--- config.mk ---
export PLATFORM = sky130hd
export DESIGN_NAME = fetch_stage
export DESIGN_NICKNAME = d
export VERILOG_FILES = /design/src/rtl/mips_pkg.sv /design/src/rtl/pc_reg.sv /design/src/rtl/fetch_stage.sv
export SDC_FILE = /design/constraint.sdc
export NUM_CORES = 1
export LEC_CHECK = 0
export BUFFER_PORTS_ARGS = -buffer_cell sky130_fd_sc_hd__buf_2
export CAP_MARGIN = 20
export CORE_UTILIZATION = 40
export CTS_CLUSTER_DIAMETER = 150
export DETAILED_ROUTE_END_ITERATION = 10
export PLACE_DENSITY_LB_ADDON = 0.12
export SYNTH_ARGS = -nofsm -noshare
export SYNTH_HDL_FRONTEND = slang
export SYNTH_SLANG_ARGS = --single-unit
--- constraint.sdc ---
create_clock -name i_CLK -period 4.88 [get_ports i_CLK]
set_clock_uncertainty 0.1 [all_clocks]
set_input_delay 0.732 -clock i_CLK [delete_from_list [all_inputs] [get_ports i_CLK]]
set_output_delay 0.732 -clock i_CLK [all_outputs]
set_load 0.01 [all_outputs]
--- src/rtl/mips_pkg.sv ---
// Shared types and constants for the MIPS core pipeline.
// The IF/ID record is defined here so that fetch and decode use the same layout.
package mips_pkg;

    localparam int ADDR_W  = 16;
    localparam int INSTR_W = 32;

    localparam logic [INSTR_W-1:0] NOP = 32'h0000_0000;

    typedef logic [INSTR_W-1:0] instr_t;
    typedef logic [ADDR_W-1:0]  addr_t;

    typedef struct packed {
        instr_t instr;
        addr_t  pc;
        addr_t  pc4;
        logic   valid;
    } ifid_t;

    localparam ifid_t IFID_BUBBLE = '{instr: NOP, pc: '0, pc4: '0, valid: 1'b0};

endpackage

--- src/rtl/pc_reg.sv ---
// Program counter with next-PC selection (redirect > stall > +4) and a
// one-cycle flag for redirect targets that are not word-aligned.
module pc_reg #(
    parameter int                ADDR_W   = 16,
    parameter logic [ADDR_W-1:0] RESET_PC = '0
) (
    input  logic              clk,
    input  logic              rst,
    input  logic              stall,
    input  logic              redirect,
    input  logic [ADDR_W-1:0] redirect_pc,
    output logic [ADDR_W-1:0] pc,
    output logic              misalign
);

    logic [ADDR_W-1:0] pc_d, pc_q;
    logic              misalign_d, misalign_q;

    // NOTE: every output of a combinational block gets a default first so no path infers a latch.
    always_comb begin
        pc_d       = pc_q + ADDR_W'(4);
        misalign_d = 1'b0;
        if (redirect) begin
            pc_d       = {redirect_pc[ADDR_W-1:2], 2'b00};
            misalign_d = |redirect_pc[1:0];
        end else if (stall) begin
            pc_d = pc_q;
        end
    end

    // NOTE: sequential state uses non-blocking assignments so all flops update from pre-edge values.
    always_ff @(posedge clk) begin
        if (rst) begin
            pc_q       <= RESET_PC;
            misalign_q <= 1'b0;
        end else begin
            pc_q       <= pc_d;
            misalign_q <= misalign_d;
        end
    end

    assign pc       = pc_q;
    assign misalign = misalign_q;

endmodule

--- src/rtl/fetch_stage.sv ---
// Instruction-fetch stage: drives the ROM address from the PC, registers the
// returned word into IF/ID, and counts instructions accepted into IF/ID.
module fetch_stage #(
    parameter int                ADDR_W   = 16,
    parameter logic [ADDR_W-1:0] RESET_PC = 16'h0000,
    parameter int                CNT_W    = 32
) (
    input  logic              i_CLK,
    input  logic              i_RST,
    input  logic              i_STALL,
    input  logic              i_FLUSH,
    input  logic              i_REDIRECT,
    input  logic [ADDR_W-1:0] i_REDIRECT_PC,
    output logic [ADDR_W-1:0] o_IMEM_A,
    input  logic [31:0]       i_IMEM_RD,
    output logic [31:0]       o_IFID_INSTR,
    output logic [ADDR_W-1:0] o_IFID_PC,
    output logic [ADDR_W-1:0] o_IFID_PC4,
    output logic              o_IFID_VALID,
    output logic              o_MISALIGN,
    output logic [CNT_W-1:0]  o_FETCH_CNT
);

    import mips_pkg::*;

    logic [ADDR_W-1:0] pc;
    ifid_t             ifid_d, ifid_q;
    logic [CNT_W-1:0]  fetch_cnt_d, fetch_cnt_q;
    logic              load;

    pc_reg #(
        .ADDR_W   (ADDR_W),
        .RESET_PC (RESET_PC)
    ) u_pc_reg (
        .clk         (i_CLK),
        .rst         (i_RST),
        .stall       (i_STALL),
        .redirect    (i_REDIRECT),
        .redirect_pc (i_REDIRECT_PC),
        .pc          (pc),
        .misalign    (o_MISALIGN)
    );

    assign o_IMEM_A = pc;

    // Flush wins over stall so a taken branch squashes the word even while stalled.
    assign load = !i_FLUSH && !i_STALL;

    always_comb begin
        ifid_d      = ifid_q;
        fetch_cnt_d = fetch_cnt_q;
        if (i_FLUSH) begin
            ifid_d = IFID_BUBBLE;
        end else if (load) begin
            ifid_d.instr = i_IMEM_RD;
            ifid_d.pc    = pc;
            ifid_d.pc4   = pc + ADDR_W'(4);
            ifid_d.valid = 1'b1;
            fetch_cnt_d  = fetch_cnt_q + CNT_W'(1);
        end
    end

    always_ff @(posedge i_CLK) begin
        if (i_RST) begin
            ifid_q      <= IFID_BUBBLE;
            fetch_cnt_q <= '0;
        end else begin
            ifid_q      <= ifid_d;
            fetch_cnt_q <= fetch_cnt_d;
        end
    end

    assign o_IFID_INSTR = ifid_q.instr;
    assign o_IFID_PC    = ifid_q.pc;
    assign o_IFID_PC4   = ifid_q.pc4;
    assign o_IFID_VALID = ifid_q.valid;
    assign o_FETCH_CNT  = fetch_cnt_q;

endmodule
# [Word level (Yosys, flattened, before mapping)]
# Index checks and enable logic that the tools add are counted.
[totals] register_bits=114 in_bits=53 out_inout_bits=114 elab_cells=23
[op_classes] n_addsub=2 n_eq_ne=1 n_mux=2 bitwise=2 reduce_logical=8
[ops] cell="adder 32 x 1 -> 32 bit, second input constant" count=1
[ops] cell="2-to-1 mux 16 bit" count=2
[ops] cell="adder 16 x 3 -> 16 bit, second input constant" count=1
[ops] cell="OR reduction 2 bit" count=4
[ops] cell="zero test 1 bit" count=2
[ops] cell="inequality test 2 x 1 -> 1 bit, second input constant" count=1
[ops] cell="NOT 1 bit" count=2
[ops] cell="AND reduction 2 bit" count=1
[ops] cell="logical AND 1 bit" count=1

# [Depth between registers and ports, before layout]
[logic_depth] ltp_word=3 ltp_mapped=7

# [Cells and area by module]
# From an unflattened synthesis, not the netlist that was laid out.
[unflattened] cells_unflattened=516 area_unflattened_um2=4775.8
[modules_own_cells] mod="fetch_stage" instances=1 cells_per_inst=416 area_each_um2=3923.8
[modules_own_cells] mod="pc_reg" instances=1 cells_per_inst=100 area_each_um2=852.1

# [Worst setup path after synthesis]
# No wires, ideal clock.
[synth_timing] path_kind="in2reg" startpoint="input port i_STALL" endpoint="register fetch_cnt_q[27] (netlist: o_FETCH_CNT[27])" arrival_ps=2166 slack_ps=2544 cell_stages=6 path_cell_list="clkbuf_1 > and4bb_1 > nand4_1 > clkbuf_1 > or4_1 > a21oi_1"
[synth_between] elab_chain_len=3
[synth_lines] item="start, declared" line_no="fetch_stage.sv:10" rtl="input logic i_STALL,"
[synth_lines] item="zero test 1 bit" line_no="fetch_stage.sv:47" rtl="assign load = !i_FLUSH && !i_STALL;"
[synth_lines] item="logical AND 1 bit" line_no="fetch_stage.sv:47"
[synth_lines] item="AND reduction 2 bit (no line)"
[synth_lines] item="end signal, assigned" line_no="fetch_stage.sv:69" rtl="fetch_cnt_q <= fetch_cnt_d;"
[synth_lines] item="end, declared" line_no="fetch_stage.sv:28" rtl="logic [CNT_W-1:0] fetch_cnt_d, fetch_cnt_q;"
# No other way between the ends.
# A chain may end at the register's enable or synchronous reset.

# [Worst setup path in the final report]
[layout_timing] startpoint="input port i_STALL" endpoint="register fetch_cnt_q[29] (netlist: o_FETCH_CNT[29])"
# The elaborated chain is that of the path after synthesis.

==> results.txt <==
----------------------------------------------------
[Run status]
  Outcome ... finished clean

[Floorplanning]
  Die X ... between 100 and 150 µm
  Floorplan die height ... 110 µm
  FP Rows ... 38
  Number of ports placed on the die boundary ... between 150 and 200
  Total Die Area ... around 12,000 µm²
  Initial Util ... a little over two fifths
  Floorplan Core Area ... between 10,000 and 15,000 µm²

[Synthesis]
  Netlist area before placement ... approximately 4600 µm²
  Netlist cell types ... 44
  Count of mapped cells out of synthesis ... about 520
  Synthesized area per cell ... between 8 and 9 µm²
  Cell types occupying the most area after synthesis ... sky130_fd_sc_hd__dfxtp_1, sky130_fd_sc_hd__mux2i_1, sky130_fd_sc_hd__nor2_1, sky130_fd_sc_hd__a21oi_1, sky130_fd_sc_hd__xnor2_1
  Proportion of synthesized chip area in sequential cells ... a little under half
  Simple logic cell fraction of the synthesized area ... a little over a fifth
  Fraction of the mapped netlist area in compound gates ... 11.8%
  Mux share of post-synthesis cell area ... 9.73%
  Area share of fa/ha/maj cells after synthesis ... less than 1%
  Number of register bits inferred by synthesis ... approximately 110
  Post-synthesis cell type with the largest combined area ... sky130_fd_sc_hd__dfxtp_1
  Post-synth EDFFs ... 0
  Area share of the largest cell type after synthesis ... a little under half
  Largest family of logic cells by synthesized area ... simple AND/OR/NAND/NOR gates
  Synth Warn # ... 0
  Area share of xor/xnor cells in the synthesized design ... ~4.7%
  Most used DFF post-synth ... sky130_fd_sc_hd__dfxtp_1
  Share of flip-flops with an asynchronous set or reset after synthesis ... 0%

[Placement]
  Number of buffers inserted by port buffering ... 160
  Sum of net half-perimeters after detailed placement ... 8180 µm
  Total placed cells including tap cells ... 782
  Final Wtd Congestion ... about 0.75

[STA]
  Final setup violation count ... 0
  Setup total negative slack ... 0 ns
  Final worst path period share ... approximately three fifths
  RSZ-0062 raised after global routing ... no
  Fin Hold WS ... about 0.35 ns
  Worst-case headroom to the max-slew limit ... between 30% and 40%
  Final-report hold violation count ... 0
  Actual transition at the worst max-transition pin ... 1.00 ns
  Final Max Tran Viols ... 0
  Fmax ... ~0.33 GHz
  Final min period ... around 3 ns

[Setup path]
  Kind of critical path ... in -> reg
  Data required time at the worst endpoint ... just over 5 ns
  Arrival time of the worst setup path ... between 3 and 4 ns
  Depth of the worst register-to-register path ... 5
  Kind of start point of the critical path ... input port
  Nature of the critical path endpoint ... flop
  Largest fanout on the critical path ... 73

[Global routing]
  Number of antenna violations at the first check in global routing ... 1
  Largest net degree at the start of global routing ... 74
  GRT Total Usage ... 19.9%
  Number of global-route vias before repair ... between 3,000 and 4,000
  Sum of overflow across all layers after global routing ... 0
  First-pass GRT wire length ... ~18,000 µm

[Finish]
  # fillers ... between 1,000 and 1,500
  Most frequent standard cell in the layout excluding fill and tap cells ... sky130_fd_sc_hd__buf_2
  Layout cell share with drive strength beyond 1 ... between 20% and 30%
  Commonest non-fill, non-tap cells in the layout ... sky130_fd_sc_hd__buf_2, sky130_fd_sc_hd__dfxtp_1, sky130_fd_sc_hd__nor2_1
  Number of cells in the finished layout apart from fillers ... between 700 and 800
  Area growth syn-to-layout ... 24.1%
  Nets@finish ... approximately 710

[Power and ir drop]
  Power density normalized to cell area ... 315 nW/µm²
  Switching power summed over all nets ... 0.000423 W
  Reg power frac ... between 50% and 60%
  Portion of total power attributed to the clock network ... 39.8%
  Switching fraction of total power ... around a quarter
  Cell leakage power ... between 2 and 3 nW
  Combinational share of power ... 8.6%
  Peak supply drop ... 0.000193 V
  Cell internal power dissipation ... between 0.001 and 0.0015 W

[Clock network]
  Setup Buffers After CTS ... 0
  CTS max path bufs ... 2
  Sink count of the clock tree ... about 110
  Hold bufs inserted after CTS ... 0
  Htree depth ... 3
  Root buffer cell ... sky130_fd_sc_hd__clkbuf_16
  Number of CTS-inserted buffers ... 9
  Clock-pin slew on the worst setup and hold paths ... around 0.07 ns
  Clock insertion delay at the later pin of the skew report ... roughly 0.35 ns
  CTS tree ... built
  Post-CTS Resized ... 0

[Worst hold path]
  Number of cells on the worst hold path ... 2
  Class of the tightest hold or removal check ... reg -> reg

[Routing]
  Number of design-rule violations left by the first detailed-router iteration ... around 210
  Average wire per standard cell ... 14.6 µm
  Post-DRT Antenna Nets ... 0
  Total via count after detailed routing ... roughly 4,200
  Count of unresolved DRC violations after routing ... 0
  Wirelength, routed ... between 10,000 and 15,000 µm
  Average via count per standard cell ... 5.22
  Iteration count of the initial detailed-routing pass ... 5

[Run]
  Number of max-capacitance violations reported ... 0

----------------------------------------------------
stage by stage:
stage	area (µm²)	total power (W)	utilization [%]	worst slack [ns]
6_report	5740	0.00181	51.9	1.89
5_1_grt	5740	0.00188	51.8	1.68
4_1_cts	5740	0.00183	51.8	1.94
3_5_place_dp	5450	0.00111	49.2	1.59
3_3_place_gp	5450	0.00111	49.2	1.64
2_1_floorplan	4650	0.00105	-	2.54
synth_stat cells (all sizes together), types with 2 or more instances:
cell type    n
or2          2
a311oi       4
xnor2       20
a2111oi      4
or4         13
and4         6
nand4b       2
nor2b        4
nand2b       2
nor3        16
o31ai       12
or3b         2
and3         5
nor2        74
xor2         5
nor3b        2
ha           2
o21ai       19
nor4         5
dfxtp      108
or3         10
buf         11
o21a         3
nand2       28
a21oi       37
nand3        8
nand4       13
mux2i       45
clkbuf      27
a211oi       7
inv         11
worst paths after layout:
path,from,end,slack [ns]
max,i_STALL,o_FETCH_CNT[29],1.89
min,o_IFID_PC4[6],o_IFID_PC4[6],0.35
max reg2reg,o_FETCH_CNT[0],o_FETCH_CNT[28],2.44
min reg2reg,o_IFID_PC4[6],o_IFID_PC4[6],0.35
power by group through the flow:
| stage | Sequential (W) | Combinational, W | Clock (W) |
|---|---|---|---|
| global route | 0.000937 | 0.000175 | 0.000770 |
| detailed placement | 0.000952 | 0.000158 | 0 |
| global placement | 0.000951 | 0.000155 | 0 |
| floorplan | 0.000956 | 0.0000920 | 0 |
| finish | 0.000933 | 0.000156 | 0.000719 |
| CTS | 0.000932 | 0.000158 | 0.000735 |
final cells by class:
type	instances	area [µm²]	area share, %
multi-input cells	363	2270	39.6
flip-flops and latches	108	2160	37.6
repair buffers	160	803	14.0
clock buffers	13	250	4.36
well taps	140	175	3.05
inverters	11	41.3	0.719
clock inverters	2	35.0	0.610
diodes	2	5.00	0.0871
per-layer routing:
| metal | share of wire [%] | global-route usage (%) |
|---|---|---|
| met1 | 45 | 25.3 |
| met2 | 46 | 31.0 |
| met3 | 7.6 | 6.28 |
| met4 | 1.6 | 8.57 |
| met5 | 0 | 0 |
critical path, stage by stage:
cell	delay (ns)
sky130_fd_sc_hd__buf_4	0.37
sky130_fd_sc_hd__and4bb_1	0.49
sky130_fd_sc_hd__nand4_1	0.62
sky130_fd_sc_hd__or4_1	0.72
sky130_fd_sc_hd__a21oi_1	0.15
kinds of logic (layout without fill, tap and decap cells):
| group | count (synthesis) | in the layout |
|---|---|---|
| other | 1 | 8 |
| DFF | 108 | 108 |
| adders and majority gates | 2 | 2 |
| buffers and inverters | 49 | 186 |
| xor gates and xnor gates | 25 | 25 |
| and+or+nand+nor | 195 | 195 |
| muxes | 45 | 45 |
| AOI/OAI and AO/OA | 90 | 90 |
(Power assumes the default switching activity.)
